File: config.mk
export PLATFORM = sky130hd
export DESIGN_NAME = ibex_lsu_resp_ctrl_flat
export DESIGN_NICKNAME = d
export VERILOG_FILES = /design/src/rtl/ibex_lsu_resp_ctrl_if.sv /design/src/rtl/ibex_lsu_resp_ctrl.sv /design/src/flat_wrapper.sv
export SDC_FILE = /design/constraint.sdc
export NUM_CORES = 1
export LEC_CHECK = 0
export ABC_CLOCK_PERIOD_IN_PS = 4300
export BUFFER_PORTS_ARGS = -buffer_cell sky130_fd_sc_hd__buf_2
export CAP_MARGIN = 20
export CORE_ASPECT_RATIO = 1.5
export CORE_MARGIN = 2
export CORE_UTILIZATION = 50
export CTS_CLUSTER_DIAMETER = 100
export DETAILED_ROUTE_END_ITERATION = 10
export GPL_ROUTABILITY_DRIVEN = 0
export PLACE_DENSITY = 0.82
export SLEW_MARGIN = 20
export SYNTH_ARGS = -nofsm -noshare
export SYNTH_HDL_FRONTEND = slang
export SYNTH_SLANG_ARGS = --single-unit
File: constraint.sdc
create_clock -name clk_i -period 4.3 [get_ports clk_i]
set_clock_uncertainty 0.1 [all_clocks]
set_input_delay 0.43 -clock clk_i [delete_from_list [all_inputs] [get_ports clk_i]]
set_output_delay 0.43 -clock clk_i [all_outputs]
set_load 0.005 [all_outputs]
File: src/rtl/ibex_lsu_resp_ctrl_if.sv
// Purpose: LSU request, data-bus and writeback-response signals bundled as one port.
// Latency: none; wires only.
// Backpressure: lsu_req_ready_o gates requests, data_gnt_i gates the bus request.
interface ibex_lsu_resp_ctrl_if;
    // ID/EX request side
    logic        lsu_req_i;
    logic        lsu_we_i;
    logic [1:0]  lsu_type_i;
    logic        lsu_sign_ext_i;
    logic [31:0] lsu_addr_i;
    logic [31:0] lsu_wdata_i;
    logic        lsu_req_ready_o;
    // data bus side
    logic        data_req_o;
    logic        data_gnt_i;
    logic [31:0] data_addr_o;
    logic        data_we_o;
    logic [3:0]  data_be_o;
    logic [31:0] data_wdata_o;
    logic        data_rvalid_i;
    logic [31:0] data_rdata_i;
    logic        data_err_i;
    // writeback side
    logic        lsu_resp_valid_o;
    logic        lsu_resp_err_o;
    logic [31:0] rf_wdata_lsu_o;
    logic        rf_we_lsu_o;
    logic        busy_o;

    // The LSU is the bus master.
    modport master (
        input  lsu_req_i, lsu_we_i, lsu_type_i, lsu_sign_ext_i, lsu_addr_i, lsu_wdata_i,
        output lsu_req_ready_o,
        output data_req_o, data_addr_o, data_we_o, data_be_o, data_wdata_o,
        input  data_gnt_i, data_rvalid_i, data_rdata_i, data_err_i,
        output lsu_resp_valid_o, lsu_resp_err_o, rf_wdata_lsu_o, rf_we_lsu_o, busy_o
    );

    // ID/EX, memory and writeback together form the slave side.
    modport slave (
        output lsu_req_i, lsu_we_i, lsu_type_i, lsu_sign_ext_i, lsu_addr_i, lsu_wdata_i,
        input  lsu_req_ready_o,
        input  data_req_o, data_addr_o, data_we_o, data_be_o, data_wdata_o,
        output data_gnt_i, data_rvalid_i, data_rdata_i, data_err_i,
        input  lsu_resp_valid_o, lsu_resp_err_o, rf_wdata_lsu_o, rf_we_lsu_o, busy_o
    );
endinterface

File: src/rtl/ibex_lsu_resp_ctrl.sv
// Purpose: data-side load/store sequencer, one transaction in flight, aligns stores and extends loads.
// Latency: accept at t -> data_req at t+1; zero-wait bus responds at t+2; misaligned error at t+1.
// Backpressure: lsu_req_ready_o only in IDLE or on the rvalid cycle; bus request held until gnt.
module ibex_lsu_resp_ctrl #(
    parameter bit ResetAll      = 1'b0,
    parameter int TimeoutCycles = 0
) (
    input  logic                  clk_i,
    input  logic                  rst_i,
    ibex_lsu_resp_ctrl_if.master  bus
);
    typedef enum logic [1:0] {IDLE, WAIT_GNT, WAIT_RVALID, ERR} state_e;

    localparam int CntW = (TimeoutCycles > 1) ? $clog2(TimeoutCycles) : 1;

    state_e         state_q;
    logic [CntW-1:0] cnt_q;

    logic [29:0]    addr_q;
    logic [31:0]    wdata_q;
    logic [3:0]     be_q;
    logic [1:0]     type_q;
    logic [1:0]     off_q;
    logic           we_q;
    logic           sign_q;

    logic           accept;
    logic           req_misaligned;
    logic           timeout_hit;
    logic [1:0]     req_off;
    logic [3:0]     req_be;
    logic [31:0]    rdata_sh;
    logic [31:0]    load_ext;

    assign req_off = bus.lsu_addr_i[1:0];

    // Ready is allowed on the rvalid cycle so a new request overlaps the completing one.
    assign bus.lsu_req_ready_o = (state_q == IDLE) || ((state_q == WAIT_RVALID) && bus.data_rvalid_i);
    assign accept = bus.lsu_req_i && bus.lsu_req_ready_o;

    // Reserved type 11 behaves as a word access everywhere.
    assign req_misaligned = (((bus.lsu_type_i == 2'b00) || (bus.lsu_type_i == 2'b11)) && (req_off != 2'b00))
                         || ((bus.lsu_type_i == 2'b01) && (req_off == 2'b11));

    // With TimeoutCycles == 0 the compare is constant-false and the counter is don't-care.
    assign timeout_hit = (TimeoutCycles > 0) && (cnt_q == CntW'(TimeoutCycles - 1));

    // Byte enables for the incoming request.
    always_comb begin
        req_be = 4'b1111;
        case (bus.lsu_type_i)
            2'b01:   req_be = 4'b0011 << req_off;
            2'b10:   req_be = 4'b0001 << req_off;
            default: req_be = 4'b1111;
        endcase
    end

    // Request capture: store data is lane-aligned here so the bus side is a plain register.
    always_ff @(posedge clk_i) begin
        if (rst_i && ResetAll) begin
            addr_q  <= '0;
            wdata_q <= '0;
            be_q    <= '0;
            type_q  <= '0;
            off_q   <= '0;
            we_q    <= 1'b0;
            sign_q  <= 1'b0;
        end else if (accept) begin
            addr_q  <= bus.lsu_addr_i[31:2];
            wdata_q <= bus.lsu_wdata_i << {req_off, 3'b000};
            be_q    <= req_be;
            type_q  <= bus.lsu_type_i;
            off_q   <= req_off;
            we_q    <= bus.lsu_we_i;
            sign_q  <= bus.lsu_sign_ext_i;
        end
    end

    // Control FSM; the wait counter restarts on every state change, and a bus event beats a timeout.
    always_ff @(posedge clk_i) begin
        if (rst_i) begin
            state_q <= IDLE;
            cnt_q   <= '0;
        end else begin
            case (state_q)
                IDLE: begin
                    cnt_q <= '0;
                    if (accept) begin
                        state_q <= req_misaligned ? ERR : WAIT_GNT;
                    end
                end
                WAIT_GNT: begin
                    if (bus.data_gnt_i) begin
                        state_q <= WAIT_RVALID;
                        cnt_q   <= '0;
                    end else if (timeout_hit) begin
                        state_q <= ERR;
                        cnt_q   <= '0;
                    end else begin
                        cnt_q   <= cnt_q + CntW'(1);
                    end
                end
                WAIT_RVALID: begin
                    if (bus.data_rvalid_i) begin
                        cnt_q <= '0;
                        if (accept) begin
                            state_q <= req_misaligned ? ERR : WAIT_GNT;
                        end else begin
                            state_q <= IDLE;
                        end
                    end else if (timeout_hit) begin
                        state_q <= ERR;
                        cnt_q   <= '0;
                    end else begin
                        cnt_q   <= cnt_q + CntW'(1);
                    end
                end
                ERR: begin
                    state_q <= IDLE;
                    cnt_q   <= '0;
                end
                default: begin
                    state_q <= IDLE;
                    cnt_q   <= '0;
                end
            endcase
        end
    end

    // Bus outputs are only driven while requesting so idle and reset present all-zero.
    assign bus.data_req_o   = (state_q == WAIT_GNT);
    assign bus.data_addr_o  = bus.data_req_o ? {addr_q, 2'b00} : 32'h0;
    assign bus.data_we_o    = bus.data_req_o && we_q;
    assign bus.data_be_o    = bus.data_req_o ? be_q : 4'b0000;
    assign bus.data_wdata_o = bus.data_req_o ? wdata_q : 32'h0;

    assign rdata_sh = bus.data_rdata_i >> {off_q, 3'b000};

    // Load extraction from the lane selected by the captured offset.
    always_comb begin
        load_ext = rdata_sh;
        case (type_q)
            2'b10:   load_ext = {{24{sign_q & rdata_sh[7]}},  rdata_sh[7:0]};
            2'b01:   load_ext = {{16{sign_q & rdata_sh[15]}}, rdata_sh[15:0]};
            default: load_ext = rdata_sh;
        endcase
    end

    // Response is combinational from rvalid so writeback sees it the same cycle.
    assign bus.lsu_resp_valid_o = (state_q == ERR) || ((state_q == WAIT_RVALID) && bus.data_rvalid_i);
    assign bus.lsu_resp_err_o   = (state_q == ERR)
                               || ((state_q == WAIT_RVALID) && bus.data_rvalid_i && bus.data_err_i);
    assign bus.rf_we_lsu_o      = bus.lsu_resp_valid_o && !we_q && !bus.lsu_resp_err_o;
    assign bus.rf_wdata_lsu_o   = bus.rf_we_lsu_o ? load_ext : 32'h0;
    assign bus.busy_o           = (state_q != IDLE);
endmodule

File: src/flat_wrapper.sv
// flat-port wrapper written by rule: the top's interface ports become plain ports
module ibex_lsu_resp_ctrl_flat 
#(
    parameter bit ResetAll      = 1'b0,
    parameter int TimeoutCycles = 0
)
  (clk_i, rst_i, bus_lsu_req_i, bus_lsu_we_i, bus_lsu_type_i, bus_lsu_sign_ext_i, bus_lsu_addr_i, bus_lsu_wdata_i, bus_lsu_req_ready_o, bus_data_req_o, bus_data_addr_o, bus_data_we_o, bus_data_be_o, bus_data_wdata_o, bus_data_gnt_i, bus_data_rvalid_i, bus_data_rdata_i, bus_data_err_i, bus_lsu_resp_valid_o, bus_lsu_resp_err_o, bus_rf_wdata_lsu_o, bus_rf_we_lsu_o, bus_busy_o);
  ibex_lsu_resp_ctrl_if bus_i ();
  input  logic clk_i;
  input  logic rst_i;
  input wire logic [$bits(bus_i.lsu_req_i)-1:0] bus_lsu_req_i;
  input wire logic [$bits(bus_i.lsu_we_i)-1:0] bus_lsu_we_i;
  input wire logic [$bits(bus_i.lsu_type_i)-1:0] bus_lsu_type_i;
  input wire logic [$bits(bus_i.lsu_sign_ext_i)-1:0] bus_lsu_sign_ext_i;
  input wire logic [$bits(bus_i.lsu_addr_i)-1:0] bus_lsu_addr_i;
  input wire logic [$bits(bus_i.lsu_wdata_i)-1:0] bus_lsu_wdata_i;
  output wire logic [$bits(bus_i.lsu_req_ready_o)-1:0] bus_lsu_req_ready_o;
  output wire logic [$bits(bus_i.data_req_o)-1:0] bus_data_req_o;
  output wire logic [$bits(bus_i.data_addr_o)-1:0] bus_data_addr_o;
  output wire logic [$bits(bus_i.data_we_o)-1:0] bus_data_we_o;
  output wire logic [$bits(bus_i.data_be_o)-1:0] bus_data_be_o;
  output wire logic [$bits(bus_i.data_wdata_o)-1:0] bus_data_wdata_o;
  input wire logic [$bits(bus_i.data_gnt_i)-1:0] bus_data_gnt_i;
  input wire logic [$bits(bus_i.data_rvalid_i)-1:0] bus_data_rvalid_i;
  input wire logic [$bits(bus_i.data_rdata_i)-1:0] bus_data_rdata_i;
  input wire logic [$bits(bus_i.data_err_i)-1:0] bus_data_err_i;
  output wire logic [$bits(bus_i.lsu_resp_valid_o)-1:0] bus_lsu_resp_valid_o;
  output wire logic [$bits(bus_i.lsu_resp_err_o)-1:0] bus_lsu_resp_err_o;
  output wire logic [$bits(bus_i.rf_wdata_lsu_o)-1:0] bus_rf_wdata_lsu_o;
  output wire logic [$bits(bus_i.rf_we_lsu_o)-1:0] bus_rf_we_lsu_o;
  output wire logic [$bits(bus_i.busy_o)-1:0] bus_busy_o;
  assign bus_i.lsu_req_i = bus_lsu_req_i;
  assign bus_i.lsu_we_i = bus_lsu_we_i;
  assign bus_i.lsu_type_i = bus_lsu_type_i;
  assign bus_i.lsu_sign_ext_i = bus_lsu_sign_ext_i;
  assign bus_i.lsu_addr_i = bus_lsu_addr_i;
  assign bus_i.lsu_wdata_i = bus_lsu_wdata_i;
  assign bus_lsu_req_ready_o = bus_i.lsu_req_ready_o;
  assign bus_data_req_o = bus_i.data_req_o;
  assign bus_data_addr_o = bus_i.data_addr_o;
  assign bus_data_we_o = bus_i.data_we_o;
  assign bus_data_be_o = bus_i.data_be_o;
  assign bus_data_wdata_o = bus_i.data_wdata_o;
  assign bus_i.data_gnt_i = bus_data_gnt_i;
  assign bus_i.data_rvalid_i = bus_data_rvalid_i;
  assign bus_i.data_rdata_i = bus_data_rdata_i;
  assign bus_i.data_err_i = bus_data_err_i;
  assign bus_lsu_resp_valid_o = bus_i.lsu_resp_valid_o;
  assign bus_lsu_resp_err_o = bus_i.lsu_resp_err_o;
  assign bus_rf_wdata_lsu_o = bus_i.rf_wdata_lsu_o;
  assign bus_rf_we_lsu_o = bus_i.rf_we_lsu_o;
  assign bus_busy_o = bus_i.busy_o;
  ibex_lsu_resp_ctrl #(.ResetAll(ResetAll), .TimeoutCycles(TimeoutCycles)) u_core (.clk_i(clk_i), .rst_i(rst_i), .bus(bus_i));
endmodule
### After elaboration in Yosys (flattened, before gate mapping)

Index checks and enable logic that the tools add are counted.

| storage, ports and cells | value |
|---|---|
| register bits after elaboration | 74 |
| output and inout port bits | 107 |

| cells by class | value |
|---|---|
| eq/ne operators | 12 |
| shift-type cells | 4 |
| muxes and demuxes | 12 |
| bitwise gates (word level) | 2 |
| reduce and logical (&&, ||, !) cells | 20 |

Operators by type and width:

| operator | count |
|---|---|
| $mux W32 | 3 |
| $pmux W32 S2 | 1 |
| $shl A32 B5 Y32 | 1 |
| $shr A32 B5 Y32 | 1 |
| $eq A2 B2 Y1 const B | 6 |
| $mux W2 | 5 |
| $logic_and A1 B1 Y1 | 8 |
| $pmux W2 S4 | 1 |
| $pmux W4 S2 | 1 |
| $eq A2 B1 Y1 const B | 3 |
| $logic_or A1 B1 Y1 | 5 |
| $logic_not A2 Y1 | 2 |
| $mux W4 | 1 |
| $ne A2 B2 Y1 const B | 2 |
| $reduce_bool A2 Y1 | 2 |
| $shl A1 B2 Y4 const A | 1 |
| $shl A2 B2 Y4 const A | 1 |
| $reduce_and A3 Y1 | 1 |
| $and A1 B1 Y1 | 2 |
| $logic_not A1 Y1 | 2 |
| $ne A2 B1 Y1 const B | 1 |

### Longest topological paths before layout

| logic depth | value |
|---|---|
| depth after elaboration | 8 |
| gate-level depth with buffers | 7 |
| mapped depth without buffers | 6 |

### Worst setup path before layout

Ideal clock, no wire load.

| timing | value |
|---|---|
| path type | input -> register |
| from | input bus_data_rvalid_i |
| to | register u_core.addr_q[0], enable pin |
| library setup time | 438 ps |
| arrival | 2,380 ps |
| required time | 3,762 ps |
| setup slack | 1,382 ps |
| stages | 3 |
| buffers on the path | 0 |
| cells stage by stage | inv_1 -> a21oi_1 -> and2_1 |

| between the ends | value |
|---|---|
| cells in the longest elaborated chain, start to end | 3 |

Ends and longest elaborated chain:

| item | RTL line | RTL |
|---|---|---|
| start, declared | flat_wrapper.sv:24 | `input wire logic [$bits(bus_i.data_rvalid_i)-1:0] bus_data_rvalid_i;` |
| $logic_and A1 B1 Y1 | ibex_lsu_resp_ctrl.sv:38 | `assign bus.lsu_req_ready_o = (state_q == IDLE) \|\| ((state_q == WAIT_RVALID) && bus.data_rvalid_i);` |
| $logic_or A1 B1 Y1 | ibex_lsu_resp_ctrl.sv:38 |  |
| via bus_lsu_req_ready_o | flat_wrapper.sv:17 | `output wire logic [$bits(bus_i.lsu_req_ready_o)-1:0] bus_lsu_req_ready_o;` |
| $logic_and A1 B1 Y1 | ibex_lsu_resp_ctrl.sv:39 | `assign accept = bus.lsu_req_i && bus.lsu_req_ready_o;` |
| via u_core.accept | ibex_lsu_resp_ctrl.sv:27 | `logic accept;` |
| end signal, assigned | ibex_lsu_resp_ctrl.sv:69 | `addr_q <= bus.lsu_addr_i[31:2];` |
| end, declared | ibex_lsu_resp_ctrl.sv:19 | `logic [29:0] addr_q;` |

The timed path passes the listed nets, and every way through them passes these cells.
A chain may end at the register's enable or synchronous reset.

### Worst setup path in the final report

| timing | value |
|---|---|
| from | register u_core.off_q[1] |
| to | output bus_rf_wdata_lsu_o[17] |

| between the ends | value |
|---|---|
| cells in the longest elaborated chain, start to end | 4 |
| elaborated cells between the ends (all ways) | 5 |

Ends and longest elaborated chain:

| item | RTL line | RTL |
|---|---|---|
| start, declared | ibex_lsu_resp_ctrl.sv:23 | `logic [1:0] off_q;` |
| start signal, assigned | ibex_lsu_resp_ctrl.sv:73 | `off_q <= req_off;` |
| $shr A32 B5 Y32 (*) | ibex_lsu_resp_ctrl.sv:137 | `assign rdata_sh = bus.data_rdata_i >> {off_q, 3'b000};` |
| $and A1 B1 Y1, on equally long branches | ibex_lsu_resp_ctrl.sv:144, ibex_lsu_resp_ctrl.sv:143 |  |
| $pmux W32 S2 (*) | ibex_lsu_resp_ctrl.sv:142 | `case (type_q)` |
| $mux W32 (*) | ibex_lsu_resp_ctrl.sv:154 | `assign bus.rf_wdata_lsu_o = bus.rf_we_lsu_o ? load_ext : 32'h0;` |
| end, declared | flat_wrapper.sv:29 | `output wire logic [$bits(bus_i.rf_wdata_lsu_o)-1:0] bus_rf_wdata_lsu_o;` |

Mark *: on every way between the ends. The rest lies on a longest branch, timed or not.

==> flow_summary.json <==
{
  "status": "finished, final reports clean",
  "crit_chain": "buf_4 -> mux2i_1 -> o22ai_2 -> a311oi_4 -> nor3_1 -> buf_2",
  "wl_um": 11690,
  "min_to": "u_core.addr_q[4]$_DFFE_PP_",
  "max_slew.worst_pin.slew_ns": 1.077,
  "grt_overflow_total": 0,
  "powerDensity_nw_per_um2": 364.8,
  "start_util_pct": 51.14,
  "drc_errors": 0,
  "ys_seq_area_share_pct": 51.49,
  "max_stage_delay_ns": 0.77,
  "setup_tns_ns": 0,
  "nFillCells": 634,
  "synth_seq_cells": 74,
  "clock_path_buffers": 2,
  "maxCapViolCount": 0,
  "pin_count": 213,
  "insertion_delay_ns": 0.33,
  "syn_area_um2": 4277,
  "post_cts_buffers": 0,
  "fin_nets": 698,
  "grt_usage_pct": 23.91,
  "drive_gt1_share_pct": 40.47,
  "clock_sinks": 74,
  "die_y_um": 117.3,
  "setup_viol": 0,
  "r2r_cells": 3,
  "holdBufCountCts": 0,
  "worstSetupStartpointType": "flop",
  "min_from": "bus_lsu_addr_i[6]",
  "placementRows": 41,
  "holdPathStages": 1,
  "finalMaxSlewViolations": 0,
  "hp-class": "in -> reg",
  "cts_root_buffer": "clkbuf_16",
  "grt_pass1_vias": 3516,
  "fmax_ghz": 0.2911,
  "cp.arrival_ns": 2.90,
  "antenna_found_initial": 0,
  "ctsResizeCount": 0,
  "rsz0062_at_grt": "false",
  "slew_headroom_pct": 28.17,
  "timing.final.crit_share_pct": 79.88,
  "finalHoldViolations": 0,
  "cp_top_family": "compound AO/OA/AOI/OAI gates",
  "path_buf_inv": 2,
  "first_pass_iters": 4,
  "peakVddDrop_mv": 0.2842,
  "vias": 3745,
  "yosysUniqueCellTypes": 37,
  "finalCriticalPeriod_ns": 3.435,
  "antenna_cells": 0,
  "dpl_cell_area_um2": 5323,
  "synth.avg_cell_area_um2": 10.80,
  "syn2layout_area_growth_pct": 32.50,
  "design_area_um2": 5667,
  "wl_per_cell_um": 16.69,
  "yosys.area.top_type": "edfxtp_1",
  "grt_start_max_net_pins": 71,
  "crit_path_top_delay_cell": "edfxtp_1",
  "die_x_um": 79.51,
  "port_buffers": 210,
  "h-tree-depth": 3,
  "synthCells": 396,
  "die-area_um2": 9324,
  "hpwl_um": 8601,
  "path_max_fanout": 18,
  "r2r_start": "u_core.state_q[1]$_SDFFE_PP0P_",
  "synth_top_area_share_pct": 50.56,
  "cts_buffers": 9,
  "cts_tree": "yes",
  "reg2reg_slack_ns": 1.97,
  "end_kind": "primary output",
  "drtIter0Drc": 200,
  "r2r-end": "u_core.wdata_q[22]$_DFFE_PP_",
  "p_leak_nw": 2.648,
  "synth.top_cells.by_area": "edfxtp_1 51%, and2_1 12%, mux2i_1 7.5%",
  "avgViaCountPerCell": 5.350,
  "ys_warn_count": 0,
  "grt_first_pass_wirelength_um": 16770,
  "core_um2": 8362,
  "worst-endpoint-required_ns": 3.77,
  "antenna_left": 0,
  "path_clk_slew_ns": 0.06,
  "crit_type": "reg -> out"
}
## worst register-to-register path, stage by stage, from the launching register on
cell and delay (ns):
dfxtp_1 0.39, a21oi_1 0.20, and2_2 0.65, buf_4 0.59
## worst max-delay path by stage
stage / start / end / slack (ns) / cells past startpoint
floorplan: bus_data_rvalid_i / u_core.addr_q[0]$_DFFE_PP_ / 1.38 / 3
global placement: u_core.off_q[1]$_DFFE_PP_ / bus_rf_wdata_lsu_o[30] / 1.45 / 6
detailed placement: u_core.off_q[1]$_DFFE_PP_ / bus_rf_wdata_lsu_o[17] / 1.28 / 6
CTS: u_core.off_q[1]$_DFFE_PP_ / bus_rf_wdata_lsu_o[17] / 0.91 / 6
global route: u_core.off_q[1]$_DFFE_PP_ / bus_rf_wdata_lsu_o[17] / 0.67 / 6
finish: u_core.off_q[1]$_DFFE_PP_ / bus_rf_wdata_lsu_o[17] / 0.87 / 6
## layout make-up
type                       count  area, um2  share of cell area [%]
clock buffer                   9      225.2                   3.974
inverter                       9      33.78                  0.5962
clock inverter                 7      98.84                   1.744
timing repair buffer         214       1094                   19.30
sequential                    74       2202                   38.86
tap                          107      133.9                   2.363
multi-input combinational    280       1879                   33.16
## sequential cells by signal, summed over array words and instances, names as in the netlist
signal and flops:
u_core.wdata_q 32, u_core.state_q 2, u_core.addr_q 30, u_core.we_q 1, u_core.be_q 4, u_core.off_q 2
u_core.type_q 2, u_core.sign_q 1
## through the flow
step | std cells | setup WS (ns) | total power, W | utilization [%] | hold WS, ns
after floorplan | 397 | 1.382 | 0.001114 | - | 0.4019
after global placement | 683 | 1.446 | 0.001257 | 63.65 | 0.5059
after detailed placement | 683 | 1.277 | 0.001270 | 63.65 | 0.5085
after CTS | 699 | 0.9090 | 0.002079 | 67.53 | 0.1566
after global routing | 700 | 0.6698 | 0.002149 | 67.77 | 0.1595
final | 700 | 0.8650 | 0.002067 | 67.77 | 0.1672
## cells by family (layout without fill, tap and decap cells)
group / after synthesis / count (layout) / synth area share [%]
AOI/OAI and AO/OA: 86 / 86 / 14.01
adders and majority gates: 4 / 4 / 1.170
buffers and inverters: 43 / 239 / 4.856
DFF: 74 / 74 / 51.49
muxes: 33 / 33 / 8.016
other: 1 / 2 / 0.08769
and+or+nand+nor: 155 / 155 / 20.36
## power breakdown
part           switching [W]  internal, W
clock               0.000295     0.000513
combinational       0.000206     0.000164
sequential         0.0000232     0.000867
total               0.000524      0.00154
## cells in the final DEF, fill, tap and decap left out, types with 9 or more instances in the layout
| master | synthesis | final |
|---|---|---|
| a211oi_1 | 30 | 30 |
| mux2i_1 | 32 | 32 |
| nor2b_1 | 19 | 18 |
| and2_1 | 80 | 79 |
| buf_2 | 7 | 210 |
| nand2_1 | 20 | 20 |
| o21a_1 | 9 | 9 |
| inv_1 | 9 | 9 |
| a21oi_1 | 22 | 22 |
| edfxtp_1 | 72 | 72 |
| o21ai_0 | 12 | 12 |
| nor2_1 | 17 | 17 |
| clkbuf_16 | 0 | 9 |
## synthesized netlist by cell type (all sizes together)
master,number
a21o,1
or2,4
a21oi,22
edfxtp,72
buf,16
a221oi,1
nand2b,3
ha,4
or4,1
nand3,1
a2bb2oi,1
inv,9
o21bai,2
o22ai,1
conb,1
nor2,17
a211oi,30
nand3b,1
o2bb2ai,4
and2,80
o21a,9
o21ai,12
nor2b,20
o31ai,1
clkbuf,18
nand2,20
o22a,1
nor3,8
dfxtp,2
mux2i,33
a311oi,1
## metal layers
| layer | vias up | GRT usage [%] | part of all wire [%] |
|---|---|---|---|
| li1 | 1795 | - | - |
| met1 | 1734 | 24.40 | 35 |
| met2 | 189 | 44.26 | 54 |
| met3 | 27 | 6.058 | 7.7 |
| met4 | 0 | 12.76 | 3.5 |
| met5 | - | 0 | 0 |
(Power assumes the default switching activity.)
